### config.mk
export PLATFORM = sky130hd
export DESIGN_NAME = pool2x2_stream_flat
export DESIGN_NICKNAME = d
export VERILOG_FILES = /design/src/rtl/pool2x2_if.sv /design/src/rtl/pool2x2_stream.sv /design/src/flat_wrapper.sv
export SDC_FILE = /design/constraint.sdc
export NUM_CORES = 1
export LEC_CHECK = 0
export ABC_CLOCK_PERIOD_IN_PS = 6400
export CORE_MARGIN = 8
export CORE_UTILIZATION = 55
export DETAILED_ROUTE_END_ITERATION = 6
export HOLD_SLACK_MARGIN = 0.06
export PLACE_DENSITY = 0.73
export SLEW_MARGIN = 25
export SYNTH_ARGS = -nofsm -noshare
export SYNTH_HDL_FRONTEND = slang
export SYNTH_SLANG_ARGS = --single-unit
### constraint.sdc
create_clock -name clk -period 6.4 [get_ports clk]
set_input_delay 0.64 -clock clk [delete_from_list [all_inputs] [get_ports clk]]
set_output_delay 0.64 -clock clk [all_outputs]
set_load 0.05 [all_outputs]
### src/rtl/pool2x2_if.sv
// Pixel-stream bundle for the 2x2 pooling stage: input pixels with frame/line
// markers, pooled output with regenerated markers. POOL2X2_AVG_EN adds avg_mode.
interface pool2x2_if #(
    parameter int DATA_W = 16
);
    logic                     ena;
    logic                     frame_start_in;
    logic                     line_start_in;
    logic                     frame_end_in;
    logic signed [DATA_W-1:0] sig_in;
    logic signed [DATA_W-1:0] pool_out;
    logic                     valid;
    logic                     frame_start_out;
    logic                     line_start_out;
    logic                     frame_end_out;
`ifdef POOL2X2_AVG_EN
    logic                     avg_mode;

    modport master (
        output ena, frame_start_in, line_start_in, frame_end_in, sig_in, avg_mode,
        input  pool_out, valid, frame_start_out, line_start_out, frame_end_out
    );
    modport slave (
        input  ena, frame_start_in, line_start_in, frame_end_in, sig_in, avg_mode,
        output pool_out, valid, frame_start_out, line_start_out, frame_end_out
    );
`else
    modport master (
        output ena, frame_start_in, line_start_in, frame_end_in, sig_in,
        input  pool_out, valid, frame_start_out, line_start_out, frame_end_out
    );
    modport slave (
        input  ena, frame_start_in, line_start_in, frame_end_in, sig_in,
        output pool_out, valid, frame_start_out, line_start_out, frame_end_out
    );
`endif
endinterface

### src/rtl/pool2x2_stream.sv
// Streaming 2x2 / stride-2 pooling (signed max; floor average when built with
// POOL2X2_AVG_EN and avg_mode=1). The line store keeps horizontal pair results.
module pool2x2_stream #(
    parameter int DATA_W   = 16,
    parameter int MAX_COLS = 32,
    parameter int BUF_AW   = 4
) (
    input logic       clk,
    input logic       rst,
    pool2x2_if.slave  px
);
    localparam int CW = $clog2(MAX_COLS + 1);
    localparam logic [CW-1:0] MAX_COL_C = CW'(MAX_COLS);
`ifdef POOL2X2_AVG_EN
    localparam int BW = DATA_W + 1;
    localparam int HW = DATA_W + 1;
    localparam int SW = DATA_W + 2;
`else
    localparam int BW = DATA_W;
`endif

    typedef enum logic [1:0] {
        IDLE     = 2'd0,
        EVEN_ROW = 2'd1,
        ODD_ROW  = 2'd2
    } state_t;

    state_t                   state_r;
    logic [CW-1:0]            col_r;
    logic                     row_odd_r;
    logic                     first_pend_r;
    logic signed [DATA_W-1:0] h_reg_r;
    logic signed [BW-1:0]     line_buf_r [2**BUF_AW];
    logic signed [DATA_W-1:0] pool_out_r;
    logic                     valid_r;
    logic                     fso_r;
    logic                     lso_r;
    logic                     feo_r;

    logic [CW-1:0]            pix_col_s;
    logic                     pix_odd_s;
    logic                     accept_s;
    logic [BUF_AW-1:0]        idx_s;
    logic signed [BW-1:0]     buf_rd_s;
    logic signed [DATA_W-1:0] hmax_s;
    logic signed [BW-1:0]     hres_s;
    logic signed [DATA_W-1:0] pooled_s;
`ifdef POOL2X2_AVG_EN
    logic                     avg_mode_r;
    logic                     avg_eff_s;
    logic signed [SW-1:0]     sum4_s;
`endif

    // Column/row position of the current pixel and the pooled datapath result.
    always_comb begin
        pix_col_s = col_r;
        if (px.frame_start_in || px.line_start_in) begin
            pix_col_s = {CW{1'b0}};
        end else begin
            pix_col_s = col_r;
        end
        if (px.frame_start_in) begin
            pix_odd_s = 1'b0;
        end else if (px.line_start_in) begin
            pix_odd_s = ~row_odd_r;
        end else begin
            pix_odd_s = row_odd_r;
        end
        // Pixels outside a frame or beyond the line store are dropped.
        accept_s = px.ena && (px.frame_start_in || (state_r != IDLE)) && (pix_col_s < MAX_COL_C);
        idx_s    = BUF_AW'(pix_col_s >> 1);
        buf_rd_s = line_buf_r[idx_s];
        hmax_s   = (h_reg_r > px.sig_in) ? h_reg_r : px.sig_in;
`ifdef POOL2X2_AVG_EN
        if (px.frame_start_in) begin
            avg_eff_s = px.avg_mode;
        end else begin
            avg_eff_s = avg_mode_r;
        end
        sum4_s = {SW{1'b0}};
        if (avg_eff_s) begin
            hres_s   = HW'(h_reg_r) + HW'(px.sig_in);
            sum4_s   = SW'(hres_s) + SW'(buf_rd_s);
            pooled_s = DATA_W'(sum4_s >>> 2);
        end else begin
            hres_s   = BW'(hmax_s);
            pooled_s = DATA_W'((hres_s > buf_rd_s) ? hres_s : buf_rd_s);
        end
`else
        hres_s   = hmax_s;
        pooled_s = (hres_s > buf_rd_s) ? hres_s : buf_rd_s;
`endif
    end

    // Counters, row FSM, horizontal hold register and registered outputs.
    always_ff @(posedge clk or posedge rst) begin
        if (rst) begin
            state_r      <= IDLE;
            col_r        <= {CW{1'b0}};
            row_odd_r    <= 1'b0;
            first_pend_r <= 1'b0;
            h_reg_r      <= {DATA_W{1'b0}};
            pool_out_r   <= {DATA_W{1'b0}};
            valid_r      <= 1'b0;
            fso_r        <= 1'b0;
            lso_r        <= 1'b0;
            feo_r        <= 1'b0;
`ifdef POOL2X2_AVG_EN
            avg_mode_r   <= 1'b0;
`endif
        end else begin
            valid_r <= 1'b0;
            fso_r   <= 1'b0;
            lso_r   <= 1'b0;
            feo_r   <= px.ena & px.frame_end_in;
            if (px.ena) begin
                if (px.frame_start_in || px.line_start_in) begin
                    col_r <= CW'(1);
                end else if (col_r < MAX_COL_C) begin
                    col_r <= col_r + CW'(1);
                end
                row_odd_r <= pix_odd_s;
                if (px.frame_end_in) begin
                    state_r <= IDLE;
                end else if (px.frame_start_in) begin
                    state_r <= EVEN_ROW;
                end else begin
                    case (state_r)
                        IDLE:     state_r <= IDLE;
                        EVEN_ROW: state_r <= px.line_start_in ? ODD_ROW : EVEN_ROW;
                        ODD_ROW:  state_r <= px.line_start_in ? EVEN_ROW : ODD_ROW;
                        default:  state_r <= IDLE;
                    endcase
                end
                if (px.frame_start_in) begin
                    first_pend_r <= 1'b1;
`ifdef POOL2X2_AVG_EN
                    avg_mode_r   <= px.avg_mode;
`endif
                end
                if (accept_s) begin
                    if (!pix_col_s[0]) begin
                        h_reg_r <= px.sig_in;
                    end else if (pix_odd_s) begin
                        pool_out_r   <= pooled_s;
                        valid_r      <= 1'b1;
                        lso_r        <= (pix_col_s == CW'(1));
                        fso_r        <= first_pend_r;
                        first_pend_r <= 1'b0;
                    end
                end
            end
        end
    end

    // Even-row horizontal results parked for the row below; contents need no reset.
    always_ff @(posedge clk) begin
        if (accept_s && pix_col_s[0] && !pix_odd_s) begin
            line_buf_r[idx_s] <= hres_s;
        end
    end

    assign px.pool_out        = pool_out_r;
    assign px.valid           = valid_r;
    assign px.frame_start_out = fso_r;
    assign px.line_start_out  = lso_r;
    assign px.frame_end_out   = feo_r;
endmodule
### src/flat_wrapper.sv
// flat-port wrapper written by rule: the top's interface ports become plain ports
module pool2x2_stream_flat 
#(
    parameter int DATA_W   = 16,
    parameter int MAX_COLS = 32,
    parameter int BUF_AW   = 4
)
  (clk, rst, px_ena, px_frame_start_in, px_line_start_in, px_frame_end_in, px_sig_in, px_pool_out, px_valid, px_frame_start_out, px_line_start_out, px_frame_end_out);
  pool2x2_if #(.DATA_W(DATA_W)) px_i ();
  input logic clk;
  input logic rst;
  input wire logic [$bits(px_i.ena)-1:0] px_ena;
  input wire logic [$bits(px_i.frame_start_in)-1:0] px_frame_start_in;
  input wire logic [$bits(px_i.line_start_in)-1:0] px_line_start_in;
  input wire logic [$bits(px_i.frame_end_in)-1:0] px_frame_end_in;
  input wire logic [$bits(px_i.sig_in)-1:0] px_sig_in;
  output wire logic [$bits(px_i.pool_out)-1:0] px_pool_out;
  output wire logic [$bits(px_i.valid)-1:0] px_valid;
  output wire logic [$bits(px_i.frame_start_out)-1:0] px_frame_start_out;
  output wire logic [$bits(px_i.line_start_out)-1:0] px_line_start_out;
  output wire logic [$bits(px_i.frame_end_out)-1:0] px_frame_end_out;
  assign px_i.ena = px_ena;
  assign px_i.frame_start_in = px_frame_start_in;
  assign px_i.line_start_in = px_line_start_in;
  assign px_i.frame_end_in = px_frame_end_in;
  assign px_i.sig_in = px_sig_in;
  assign px_pool_out = px_i.pool_out;
  assign px_valid = px_i.valid;
  assign px_frame_start_out = px_i.frame_start_out;
  assign px_line_start_out = px_i.line_start_out;
  assign px_frame_end_out = px_i.frame_end_out;
  pool2x2_stream #(.DATA_W(DATA_W), .MAX_COLS(MAX_COLS), .BUF_AW(BUF_AW)) u_core (.clk(clk), .rst(rst), .px(px_i));
endmodule
==> flow_results.org <==
** Clocking
- In this run, post-CTS hold repair placed 0 buffers.
- Number of gates resized after CTS :: 0
- Total CTS buffers :: 30
- The clock reaches the later pin of the worst-skew pair after 0.57 ns.
- TritonCTS built the clock tree.
- No sink is reached through more buffers than the 3 on the longest clock path.
- Post-CTS timing repair inserted 0 buffers for setup.
- Depth of the CTS H-tree :: 1
- After clock tree synthesis, the clock-pin slew on the worst setup and hold paths is around 0.06 ns.
- The clock drives slightly above 300 sinks.
- Clock tree synthesis selected as its root buffer the cell sky130_fd_sc_hd__clkbuf_16.

** STA
- Fin Setup TNS :: 0 ns
- RSZ-0062 raised after global routing :: false
- The number of slew-limit violations in the final report was 0.
- In the post-route analysis, the smallest setup slack over all paths is about 0.84 ns.
- Setup-violating endpoint count in the final report :: 0
- Transition time at the pin with the least slew margin :: around 1.1 ns
- Hold slack final :: 0.493 ns
- Final Hold Fails :: 0
- The worst pin sits at a relative slew slack of 0.263.
- Final min period :: ~5.6 ns
- Static timing analysis puts the maximum clock frequency at between 150 and 200 MHz.
- Final cycle utilization of the critical path :: 0.869
- On the final layout, the worst clock skew is around 0.025 ns.

** Place
- Area after DPL :: around 14000 um^2
- Port buffer count :: 41
- DP Worst Slack :: around 0.38 ns
- The HPWL after detailed placement is roughly 23000 um.
- At the end of routability-driven placement, the weighted congestion stood at slightly above 0.9.

** Routing
- After detailed routing, the number of vias per cell comes to ~6.5.
- Via count :: around 8900
- Initial detailed-routing violation count :: between 1000 and 1500
- Final WL :: 35300 um
- Wire per inst :: 25.9 um
- The first detailed-routing pass took 5 iterations.
- Remaining design rule violation count :: 0
- Once detail routing completed, the nets flagged for antenna violations numbered 0.

** Global routing
- Number of antenna violations at the first check in global routing :: 1
- Number of global-route vias before repair :: ~8600
- Maximum number of pins on one net before global-route repair :: between 50 and 60
- The first global-routing pass estimated 53100 um of wire.
- Global routing finished with a remaining overflow of 0.
- In the global route stage, overall resource usage came out at 0.242.

** Critical path
- STA classifies the critical path startpoint as an input port.
- Worst setup EP type :: register
- Cell-by-cell listing of the critical path :: clkdlybuf4s50_1 -> inv_1 -> ha_1 -> nand4_1 -> or4_1 -> a21o_1 -> a31oi_4 -> buf_4 -> mux2i_1 -> inv_1 -> ha_1 -> and4_1 -> nand2_1 -> a2111oi_0 -> nor2_1 -> a211oi_2 -> buf_4 -> mux2_2 -> mux2_2
- For this run, the slowest stage of the critical path takes 0.57 ns.
- STA puts the critical path data arrival time at around 6 ns.
- The worst setup path is of the input port to register kind.
- Critical-path top delay cell :: sky130_fd_sc_hd__or4_1
- Counting cells, the worst reg-to-reg path comes to 17.
- Data required time of the critical path :: around 6.8 ns
- In this run the worst path has a maximum fanout of 17.

** Pwr
- Maximum VDD drop :: 0.000291 V
- Total power divided by cell area :: approximately 330 nW/um^2
- Summed over all cells, the static leakage comes to between 5 and 6 nW.

** Run
- The tool flagged a number of max-cap violations equal to 0.

** Synthesis
- Counting flops and latches in the post-synthesis netlist gives around 300.
- A synthesized cell averages roughly 14 um^2.
- Sequential fraction of the synthesis area :: 0.672
- In the synthesized netlist the dominant register cell turns out to be sky130_fd_sc_hd__edfxtp_1.
- The synthesized design contains about 260 enable-type register cells.
- Yosys warning count :: 0
- Async set-reset flop share out of synthesis :: 0.152
- The number of nets handed over by synthesis was just over 1000.
- Number of cells produced by synthesis :: ~960
- Synth top area share :: 0.585
- Cell with the most instances after synthesis :: sky130_fd_sc_hd__edfxtp_1
- sky130_fd_sc_hd__edfxtp_1 takes more of the synthesized area than any other cell.
- Most frequent cells after synthesis :: 256 x sky130_fd_sc_hd__edfxtp_1, 75 x sky130_fd_sc_hd__nand2_1, 49 x sky130_fd_sc_hd__a21oi_1
- Yosys mapped the design onto a little under 70 distinct sky130hd cell types.
- Sorting the synthesized cells by area gives the leading types as sky130_fd_sc_hd__edfxtp_1 58%, sky130_fd_sc_hd__dfrtp_1 8.8%, sky130_fd_sc_hd__mux2_2 3.5%.
- After synthesis the cells add up to 13200 um^2.

** Floorplan
- Floorplan core area :: around 23000 um^2
- For this configuration, the core starts out at a cell density of 0.560.
- Number of top-level pins :: 42
- In this run the vertical extent of the chip is roughly 170 um.
- Number of rows in the core area :: between 50 and 60
- Chip width :: 171 um
- The floorplan step defined a die boundary enclosing a little under 30000 um^2.

** Hold path
- Along the worst hold path, the cell count comes to 1.
- Classification of the worst-slack hold path :: register to register

** Final layout
- Final antenna diode count :: 0
- After routing the design area is approximately 15000 um^2.
- Net count of the finished layout :: 1077
- In the final layout, the share of cells above drive strength 1 is 0.141.
- Final-layout fill cell count :: 1732
- Area grow syn2layout :: 13.9%
- Measured on the finished design, the core utilization comes to 0.638.

** Outcome
- Outcome :: finished clean
## worst paths after layout
kind | from | to | slack (ns)
setup / recovery | px_sig_in[15] | u_core.px.pool_out[12]$_DFFE_PP0P_ | 0.84
hold / removal | u_core.first_pend_r$_DFFE_PP0P_ | u_core.px.frame_start_out$_DFF_PP0_ | 0.49
setup reg to reg | u_core.h_reg_r[13]$_DFFE_PP0P_ | u_core.px.pool_out[12]$_DFFE_PP0P_ | 1.07
hold reg to reg | u_core.first_pend_r$_DFFE_PP0P_ | u_core.px.frame_start_out$_DFF_PP0_ | 0.49
max in group asynchronous | rst | u_core.col_r[2]$_DFFE_PP0P_ | 5.32
min in group asynchronous | rst | u_core.px.frame_start_out$_DFF_PP0_ | 0.54
## worst max-delay path: cells and delay by family
kind | cells | cell delay (ns)
adders and majority gates | 2 | 0.70
muxes | 3 | 0.87
buffers and inverters | 5 | 1.38
and+or+nand+nor | 5 | 1.18
AOI/OAI and AO/OA | 4 | 1.21
## kinds of logic after synthesis
group | synth area share
buf+inv | 0.0305
fa+ha+maj | 0.0314
compound gates | 0.133
simple gates | 0.0828
mux | 0.0499
xor+xnor | 0.000666
flops | 0.672
## report_power, final
group          internal [W]  switching, W
Sequential          0.00233     0.0000530
Combinational      0.000307      0.000583
Clock              0.000900      0.000718
Total               0.00354       0.00135
## cell type report
type | instances | area (um^2) | area share
Clock buffer | 39 | 785 | 0.0524
Tap cell | 319 | 399 | 0.0266
Multi-Input combinational cell | 559 | 3930 | 0.262
Inverter | 40 | 151 | 0.0101
Sequential cell | 302 | 8840 | 0.590
Timing Repair Buffer | 89 | 771 | 0.0515
Clock inverter | 15 | 108 | 0.00718
## sequential cells by signal, summed over array words and instances (netlist names), 2 cells and up
| register | count |
|---|---|
| u_core.col_r | 6 |
| u_core.state_r | 2 |
| u_core.px.pool_out | 16 |
| u_core.line_buf_r | 256 |
| u_core.h_reg_r | 16 |
## layout by cell type (no fill, tap or decap), types with 4 or more instances in the layout
cell,Yosys,final
sky130_fd_sc_hd__clkbuf_16,0,30
sky130_fd_sc_hd__a22o_1,10,10
sky130_fd_sc_hd__o21ai_0,28,27
sky130_fd_sc_hd__a22oi_1,48,48
sky130_fd_sc_hd__a221oi_1,7,7
sky130_fd_sc_hd__a21oi_1,49,49
sky130_fd_sc_hd__o22a_1,5,5
sky130_fd_sc_hd__nand2_1,75,75
sky130_fd_sc_hd__nor4_1,4,4
sky130_fd_sc_hd__buf_4,0,48
sky130_fd_sc_hd__and2_1,4,4
sky130_fd_sc_hd__clkinv_2,0,7
sky130_fd_sc_hd__dfrtp_1,46,45
sky130_fd_sc_hd__a2111oi_0,4,4
sky130_fd_sc_hd__nand3_1,28,28
sky130_fd_sc_hd__o22ai_1,9,9
sky130_fd_sc_hd__mux2i_1,15,15
sky130_fd_sc_hd__a2bb2oi_1,28,28
sky130_fd_sc_hd__inv_1,39,38
sky130_fd_sc_hd__clkbuf_1,33,9
sky130_fd_sc_hd__a32oi_1,4,4
sky130_fd_sc_hd__edfxtp_1,256,256
sky130_fd_sc_hd__nor2b_1,7,7
sky130_fd_sc_hd__o21ai_1,7,8
sky130_fd_sc_hd__and3_1,11,11
sky130_fd_sc_hd__nor2_1,43,42
sky130_fd_sc_hd__nand4_1,14,14
sky130_fd_sc_hd__clkdlybuf4s50_1,0,41
sky130_fd_sc_hd__mux2_2,41,41
sky130_fd_sc_hd__nor3_1,7,7
sky130_fd_sc_hd__a211oi_1,10,10
sky130_fd_sc_hd__clkinv_1,0,6
sky130_fd_sc_hd__ha_1,33,33
## per-layer routing
metal,vias to the layer above,track usage,share of wire
li1,3852,-,-
met1,4427,0.348,0.41
met2,547,0.378,0.46
met3,57,0.0426,0.10
met4,0,0.0595,0.022
met5,-,0,0
## stage by stage
| stage | power, W | std cells |
|---|---|---|
| 2_1_floorplan | 0.00298 | 959 |
| 3_3_place_gp | 0.00328 | 1309 |
| 3_5_place_dp | 0.00330 | 1309 |
| 4_1_cts | 0.00489 | 1363 |
| 5_1_grt | 0.00505 | 1363 |
| 6_report | 0.00489 | 1363 |
(Power assumes the default switching activity.)
